==> src/rtl/password_controller_if.sv <==
// ---------------------------------------------------------------------------
// password_controller_if
// Groups the password controller's login and ROM-side signals into one bundle.
//   master : drives pass_allow, address_user, pw_input, pw_enter and q_pw.
//            This side is the upstream user-ID stage, the keypad and the ROM.
//            It observes address_pw and the login status outputs.
//   slave  : the password controller itself (consumes the inputs above,
//            drives address_pw, login_ok, pw_fail, lockout, tries_left)
// ---------------------------------------------------------------------------
interface password_controller_if #(
  parameter int PW_W   = 16,
  parameter int ADDR_W = 3
);
  logic              pass_allow;
  logic [ADDR_W-1:0] address_user;
  logic [PW_W-1:0]   pw_input;
  logic              pw_enter;
  logic [PW_W-1:0]   q_pw;
  logic [ADDR_W-1:0] address_pw;
  logic              login_ok;
  logic              pw_fail;
  logic              lockout;
  logic [2:0]        tries_left;

  modport master (
    output pass_allow, address_user, pw_input, pw_enter, q_pw,
    input  address_pw, login_ok, pw_fail, lockout, tries_left
  );

  modport slave (
    input  pass_allow, address_user, pw_input, pw_enter, q_pw,
    output address_pw, login_ok, pw_fail, lockout, tries_left
  );
endinterface

==> src/rtl/password_controller.sv <==
// ---------------------------------------------------------------------------
// password_controller
// Second login stage. Once the user-ID stage raises pass_allow, the matched
// user index is latched as the password ROM address. Each entered password
// is then compared with the stored one, after waiting out the ROM read
// latency. A match grants login. MAX_TRIES mismatches lock the session.
// Ports:
//   clk  - rising-edge system clock
//   rst  - synchronous active-high reset
//   bus  - password_controller_if.slave
//          inputs : pass_allow, address_user, pw_input, pw_enter, q_pw
//          outputs: address_pw, login_ok (sticky), pw_fail (1-clk pulse),
//                   lockout (sticky), tries_left (3 bits)
// ---------------------------------------------------------------------------
module password_controller #(
  parameter int PW_W        = 16,
  parameter int ADDR_W      = 3,
  parameter int MAX_TRIES   = 3,
  parameter int ROM_LATENCY = 2
) (
  input  logic                  clk,
  input  logic                  rst,
  password_controller_if.slave  bus
);

  // The wait counter only has to reach ROM_LATENCY-1.
  localparam int CNT_W = (ROM_LATENCY > 1) ? $clog2(ROM_LATENCY) : 1;
  localparam logic [CNT_W-1:0] CNT_LAST   = CNT_W'(ROM_LATENCY - 1);
  localparam logic [2:0]       TRIES_INIT = 3'(MAX_TRIES);

  typedef enum logic [2:0] {
    ST_IDLE    = 3'd0,
    ST_ARMED   = 3'd1,
    ST_WAIT    = 3'd2,
    ST_COMPARE = 3'd3,
    ST_GRANT   = 3'd4,
    ST_LOCKED  = 3'd5
  } state_t;

  state_t            state_r, state_nxt_s;
  logic [ADDR_W-1:0] address_pw_r, address_pw_nxt_s;
  logic              login_ok_r, login_ok_nxt_s;
  logic              pw_fail_r, pw_fail_nxt_s;
  logic              lockout_r, lockout_nxt_s;
  logic [2:0]        tries_left_r, tries_left_nxt_s;
  logic [PW_W-1:0]   pw_reg_r, pw_reg_nxt_s;
  logic [CNT_W-1:0]  cnt_r, cnt_nxt_s;

  // State and output registers, with synchronous reset taking priority.
  always_ff @(posedge clk) begin
    if (rst) begin
      state_r      <= ST_IDLE;
      address_pw_r <= '0;
      login_ok_r   <= 1'b0;
      pw_fail_r    <= 1'b0;
      lockout_r    <= 1'b0;
      tries_left_r <= TRIES_INIT;
      pw_reg_r     <= '0;
      cnt_r        <= '0;
    end else begin
      state_r      <= state_nxt_s;
      address_pw_r <= address_pw_nxt_s;
      login_ok_r   <= login_ok_nxt_s;
      pw_fail_r    <= pw_fail_nxt_s;
      lockout_r    <= lockout_nxt_s;
      tries_left_r <= tries_left_nxt_s;
      pw_reg_r     <= pw_reg_nxt_s;
      cnt_r        <= cnt_nxt_s;
    end
  end

  // Next-state and next-output logic.
  // Everything holds by default, except pw_fail, which is a single-cycle pulse.
  always_comb begin
    state_nxt_s      = state_r;
    address_pw_nxt_s = address_pw_r;
    login_ok_nxt_s   = login_ok_r;
    pw_fail_nxt_s    = 1'b0;
    lockout_nxt_s    = lockout_r;
    tries_left_nxt_s = tries_left_r;
    pw_reg_nxt_s     = pw_reg_r;
    cnt_nxt_s        = cnt_r;

    case (state_r)
      ST_IDLE: begin
        // A pw_enter arriving in the same cycle as pass_allow is dropped.
        if (bus.pass_allow) begin
          address_pw_nxt_s = bus.address_user;
          tries_left_nxt_s = TRIES_INIT;
          state_nxt_s      = ST_ARMED;
        end else begin
          state_nxt_s = ST_IDLE;
        end
      end

      ST_ARMED: begin
        if (bus.pw_enter) begin
          pw_reg_nxt_s = bus.pw_input;
          cnt_nxt_s    = '0;
          state_nxt_s  = ST_WAIT;
        end else begin
          state_nxt_s = ST_ARMED;
        end
      end

      ST_WAIT: begin
        // address_pw has been stable since ARMED.
        // Together with the COMPARE cycle, this counts out the ROM latency.
        if (cnt_r == CNT_LAST) begin
          state_nxt_s = ST_COMPARE;
        end else begin
          cnt_nxt_s   = cnt_r + CNT_W'(1);
          state_nxt_s = ST_WAIT;
        end
      end

      ST_COMPARE: begin
        if (bus.q_pw == pw_reg_r) begin
          login_ok_nxt_s = 1'b1;
          state_nxt_s    = ST_GRANT;
        end else if (tries_left_r > 3'd1) begin
          tries_left_nxt_s = tries_left_r - 3'd1;
          pw_fail_nxt_s    = 1'b1;
          state_nxt_s      = ST_ARMED;
        end else begin
          // The final failure locks the session and does not pulse pw_fail.
          tries_left_nxt_s = 3'd0;
          lockout_nxt_s    = 1'b1;
          state_nxt_s      = ST_LOCKED;
        end
      end

      ST_GRANT: begin
        state_nxt_s = ST_GRANT;
      end

      ST_LOCKED: begin
        state_nxt_s = ST_LOCKED;
      end

      default: begin
        // Unreachable encodings fall back to a safe idle.
        state_nxt_s = ST_IDLE;
      end
    endcase
  end

  assign bus.address_pw = address_pw_r;
  assign bus.login_ok   = login_ok_r;
  assign bus.pw_fail    = pw_fail_r;
  assign bus.lockout    = lockout_r;
  assign bus.tries_left = tries_left_r;

endmodule

==> src/flat_wrapper.sv <==
// flat-port wrapper written by rule: the top's interface ports become plain ports
module password_controller_flat 
#(
  parameter int PW_W        = 16,
  parameter int ADDR_W      = 3,
  parameter int MAX_TRIES   = 3,
  parameter int ROM_LATENCY = 2
)
  (clk, rst, bus_pass_allow, bus_address_user, bus_pw_input, bus_pw_enter, bus_q_pw, bus_address_pw, bus_login_ok, bus_pw_fail, bus_lockout, bus_tries_left);
  password_controller_if #(.PW_W(PW_W), .ADDR_W(ADDR_W)) bus_i ();
  input  logic clk;
  input  logic rst;
  input wire logic [$bits(bus_i.pass_allow)-1:0] bus_pass_allow;
  input wire logic [$bits(bus_i.address_user)-1:0] bus_address_user;
  input wire logic [$bits(bus_i.pw_input)-1:0] bus_pw_input;
  input wire logic [$bits(bus_i.pw_enter)-1:0] bus_pw_enter;
  input wire logic [$bits(bus_i.q_pw)-1:0] bus_q_pw;
  output wire logic [$bits(bus_i.address_pw)-1:0] bus_address_pw;
  output wire logic [$bits(bus_i.login_ok)-1:0] bus_login_ok;
  output wire logic [$bits(bus_i.pw_fail)-1:0] bus_pw_fail;
  output wire logic [$bits(bus_i.lockout)-1:0] bus_lockout;
  output wire logic [$bits(bus_i.tries_left)-1:0] bus_tries_left;
  assign bus_i.pass_allow = bus_pass_allow;
  assign bus_i.address_user = bus_address_user;
  assign bus_i.pw_input = bus_pw_input;
  assign bus_i.pw_enter = bus_pw_enter;
  assign bus_i.q_pw = bus_q_pw;
  assign bus_address_pw = bus_i.address_pw;
  assign bus_login_ok = bus_i.login_ok;
  assign bus_pw_fail = bus_i.pw_fail;
  assign bus_lockout = bus_i.lockout;
  assign bus_tries_left = bus_i.tries_left;
  password_controller #(.PW_W(PW_W), .ADDR_W(ADDR_W), .MAX_TRIES(MAX_TRIES), .ROM_LATENCY(ROM_LATENCY)) u_core (.clk(clk), .rst(rst), .bus(bus_i));
endmodule
==> config.mk <==
export PLATFORM = sky130hd
export DESIGN_NAME = password_controller_flat
export DESIGN_NICKNAME = d
export VERILOG_FILES = /design/src/rtl/password_controller_if.sv /design/src/rtl/password_controller.sv /design/src/flat_wrapper.sv
export SDC_FILE = /design/constraint.sdc
export NUM_CORES = 1
export LEC_CHECK = 0
export ABC_AREA = 0
export CORE_ASPECT_RATIO = 1.5
export CORE_UTILIZATION = 35
export CTS_BUF_LIST = sky130_fd_sc_hd__clkbuf_16
export DETAILED_ROUTE_END_ITERATION = 8
export GPL_TIMING_DRIVEN = 0
export RECOVER_POWER = 25
export REMOVE_ABC_BUFFERS = 1
export SETUP_SLACK_MARGIN = 0.15
export SLEW_MARGIN = 30
export SYNTH_ARGS = -nofsm -noshare
export SYNTH_HDL_FRONTEND = slang
export SYNTH_SLANG_ARGS = --single-unit
==> constraint.sdc <==
create_clock -name clk -period 3.2 [get_ports clk]
set_clock_uncertainty 0.15 [all_clocks]
set_input_delay 0.32 -clock clk [delete_from_list [all_inputs] [get_ports clk]]
set_output_delay 0.32 -clock clk [all_outputs]
set_load 0.05 [all_outputs]
==> metrics.log <==
INFO  metric status = finished with violations
INFO  metric violations = max-capacitance violations
INFO  metric synth-seq-area-share = a little over two fifths
INFO  metric multi_input_comb_area = about 750 um2
INFO  metric cts_hold_buf = 0
INFO  metric critPathKind = input pin to register
INFO  metric synth_area_leaders = dfxtp_1, xor2_1, nand2_1
INFO  metric cts_tree = yes
INFO  metric fp.dieArea = approximately 0.0042 mm2
INFO  metric seq_area = slightly below 600 um2
INFO  metric post_drt_via_cell_ratio = 4.948
INFO  metric finalWirelength = between 3000 and 4000 um
INFO  metric area_of_all_placed_cells_without_fillers = roughly 0.0020 mm2
INFO  metric slew_violations = 0
INFO  metric cts.sinks = 29
INFO  metric detail_route.first_pass.iterations = 4
INFO  metric post_synth_inst_count = about 160
INFO  metric die_h = 79.33 um
INFO  metric synth_area_per_cell = roughly 8.6 um2
INFO  metric p_per_area = a little under 500 mW/mm2
INFO  metric post_layout_nets = between 200 and 250
INFO  metric total_of_max_cap_violations = 1
INFO  metric worst-path-buf-inv = 1
INFO  metric place_congestion = 0.7501
INFO  metric ctsResizeCount = 0
INFO  metric path_cells = dlygate4sd3_1 > nor4b_1 > mux2i_1 > nor2_1
INFO  metric min_period_over_period = between 70% and 80%
INFO  metric first_global_vias = roughly 1200
INFO  metric post-cts-setup-buffers = 0
INFO  metric netlist.area_leader.share = between 40% and 50%
INFO  metric shortest_clock_period_the_worst_path_allows_after_layout = about 2.4 ns
INFO  metric fillCellCount = 369
INFO  metric synth_cell_type_count = 33
INFO  metric max_slew_margin = less than 1%
INFO  metric fin_total_pwr = approximately 0.96 mW
INFO  metric min-delay-path-class = register to register
INFO  metric critical_path_peak_fanout = 8
INFO  metric post_route_cells_drive_above_1_share = approximately 7.7%
INFO  metric clock_tree.htree_level_count = 2
INFO  metric synth-async-reset-ratio = 0%
INFO  metric critical_path.endpoint_type = register
INFO  metric grt.total_usage = ~16%
INFO  metric vdd_ir_drop_max = approximately 0.00036 V
INFO  metric hpwl = between 2000 and 2500 um
INFO  metric cts_inserted_buffers = 5
INFO  metric dominantRegCellSynth = dfxtp_1
INFO  metric antenna_left = 0
INFO  metric post_synth_instance_area = between 0.001 and 0.0015 mm2
INFO  metric setup-tns-final = 0 ns
INFO  metric insertedDiodeCount = 0
INFO  metric antenna_found_initial = 0
INFO  metric clock_latency_late_sink = approximately 0.27 ns
INFO  metric yosysMostFrequentCell = nand2_1
INFO  metric die_span_in_x = 53.55 um
INFO  metric critical_path.startpoint_type = input pin
INFO  metric worst-endpoint-required = 3.18 ns
INFO  metric yosys.area.top_type = dfxtp_1
INFO  metric clockRootBuffer = clkbuf_16
INFO  metric rsz_0062_raised_after_global_routing = false
INFO  metric globalRoute.totalOverflow = 0
INFO  metric post_dp_area = ~0.0019 mm2
INFO  metric worst-endpoint-arrival = 2.40 ns
INFO  metric grt_start_max_net_pins = 34
INFO  metric setup-violations-final = 0
INFO  metric rr_worst_depth = 3
INFO  metric boundaryPins = 48
INFO  metric fp.coreArea = between 0.003 and 0.004 mm2
INFO  metric crit_family = simple AND/OR/NAND/NOR gates
INFO  metric detail_route.drc_violations = 0
INFO  metric worst_hold_path_depth = 2
INFO  metric detail_route.wl_per_cell = 12.82 um
INFO  metric synthToLayoutAreaGrowth = 42.87%
INFO  metric worst_slew_pin_slew = roughly 1.5 ns
INFO  metric synth_commonest_cells = nand2_1, dfxtp_1, a21oi_1
INFO  metric effective_utilization_at_floorplan = a little under two fifths
INFO  metric critical_path_cell_count = 4
INFO  metric postSynthRegisterBits = 29
INFO  metric dr.first_iter.drc_count = 29
INFO  metric critical_path.max_stage_delay = roughly 1.2 ns
INFO  metric hold_viol = 0
INFO  metric clock_tree.buffer_depth = 2
INFO  metric portBuffers = 47
INFO  metric post_synth_edffs = 0
INFO  metric critPathSlowestCell = nor4b_1
INFO  metric clkTransAtPathRegs = roughly 0.05 ns
INFO  metric yosys_warnings = 0
INFO  metric timing.fmax = approximately 410 MHz
INFO  metric power.static_leakage = 0.7842 nW
INFO  metric wire_length_of_the_first_global_routing_pass = approximately 5000 um
INFO  metric number_of_vias_in_the_routed_layout = 1247
INFO  metric fp-row-count = 27
[area by class of cell]
cell class	count	area share [%]
inverter	2	0.3766
timing repair buffer	47	23.35
multi-input combinational	123	37.48
clock inverter	3	0.6905
sequential	29	29.13
clock buffer	5	6.277
tap	43	2.699
[power breakdown]
part	total (mW)	leakage, nW	switching, mW	internal, mW
clock	0.437	0.0748	0.155	0.281
sequential	0.387	0.236	0.0112	0.376
combinational	0.134	0.474	0.0623	0.0716
total	0.958	0.784	0.229	0.729
[stage by stage]
step / setup WS [ns] / std cells / util (%) / hold slack (ns)
final: 0.7858 / 252 / 53.15 / 0.3184
after global routing: 0.6575 / 252 / 53.15 / 0.3373
after CTS: 1.185 / 252 / 53.72 / 0.3197
after detailed placement: 1.056 / 244 / 50.02 / 0.3128
after global placement: 0.8924 / 244 / 50.15 / 0.3034
after floorplan: 1.296 / 154 / - / 0.2391
[worst register-to-register path, stage by stage, from the launching register on]
cell and delay [ns]:
dfxtp_1 0.37, nor4b_1 1.25, mux2i_1 0.30, nor2_1 0.05
[cell families (layout without fill, tap and decap cells)]
kind of cell	count (synthesis)	in the layout	share of synthesized area [%]
simple gates	71	71	26.55
compound gates	29	29	13.00
flops	29	29	41.61
xor+xnor	16	16	10.04
buf+inv	10	57	3.318
mux	5	5	3.677
fa+ha+maj	2	2	1.793
[worst paths after layout]
| kind | from | endpoint | slack [ns] |
|---|---|---|---|
| worst max-delay path | bus_pass_allow | u_core.bus.address_pw[1] | 0.79 |
| worst min register to register | u_core.pw_reg_r[8] | u_core.pw_reg_r[8] | 0.32 |
| worst max register to register | u_core.state_r[2] | u_core.bus.address_pw[1] | 0.94 |
| worst min-delay path | u_core.pw_reg_r[8] | u_core.pw_reg_r[8] | 0.32 |
[cell usage in the layout, fill, tap and decap left out, types with 2 or more instances in the layout]
master / n
a21oi_1: 19
clkbuf_16: 5
clkdlybuf4s50_1: 44
clkinv_2: 2
dfxtp_1: 29
dlygate4sd3_1: 2
ha_1: 2
inv_1: 3
mux2i_1: 4
nand2_1: 37
nand3_1: 2
nor2_1: 13
nor2b_1: 4
nor3_1: 5
nor4_2: 3
o21ba_2: 2
xor2_1: 16
[registers in the layout, indices dropped and copies added (netlist names)]
signal / count
u_core.bus.pw_fail: 1
u_core.pw_reg_r: 16
u_core.bus.lockout: 1
u_core.cnt_r: 1
u_core.bus.tries_left: 3
u_core.bus.address_pw: 3
u_core.bus.login_ok: 1
u_core.state_r: 3
[metal layers]
layer | global-route usage, % | vias to the layer above | wire length, um
met4 | 5.526 | 0 | 36
met5 | 0 | - | 0
li1 | - | 639 | -
met2 | 29.75 | 43 | 1635
met1 | 16.12 | 559 | 1288
met3 | 5.939 | 6 | 269
No activity file was read; power rests on OpenSTA's default activity.
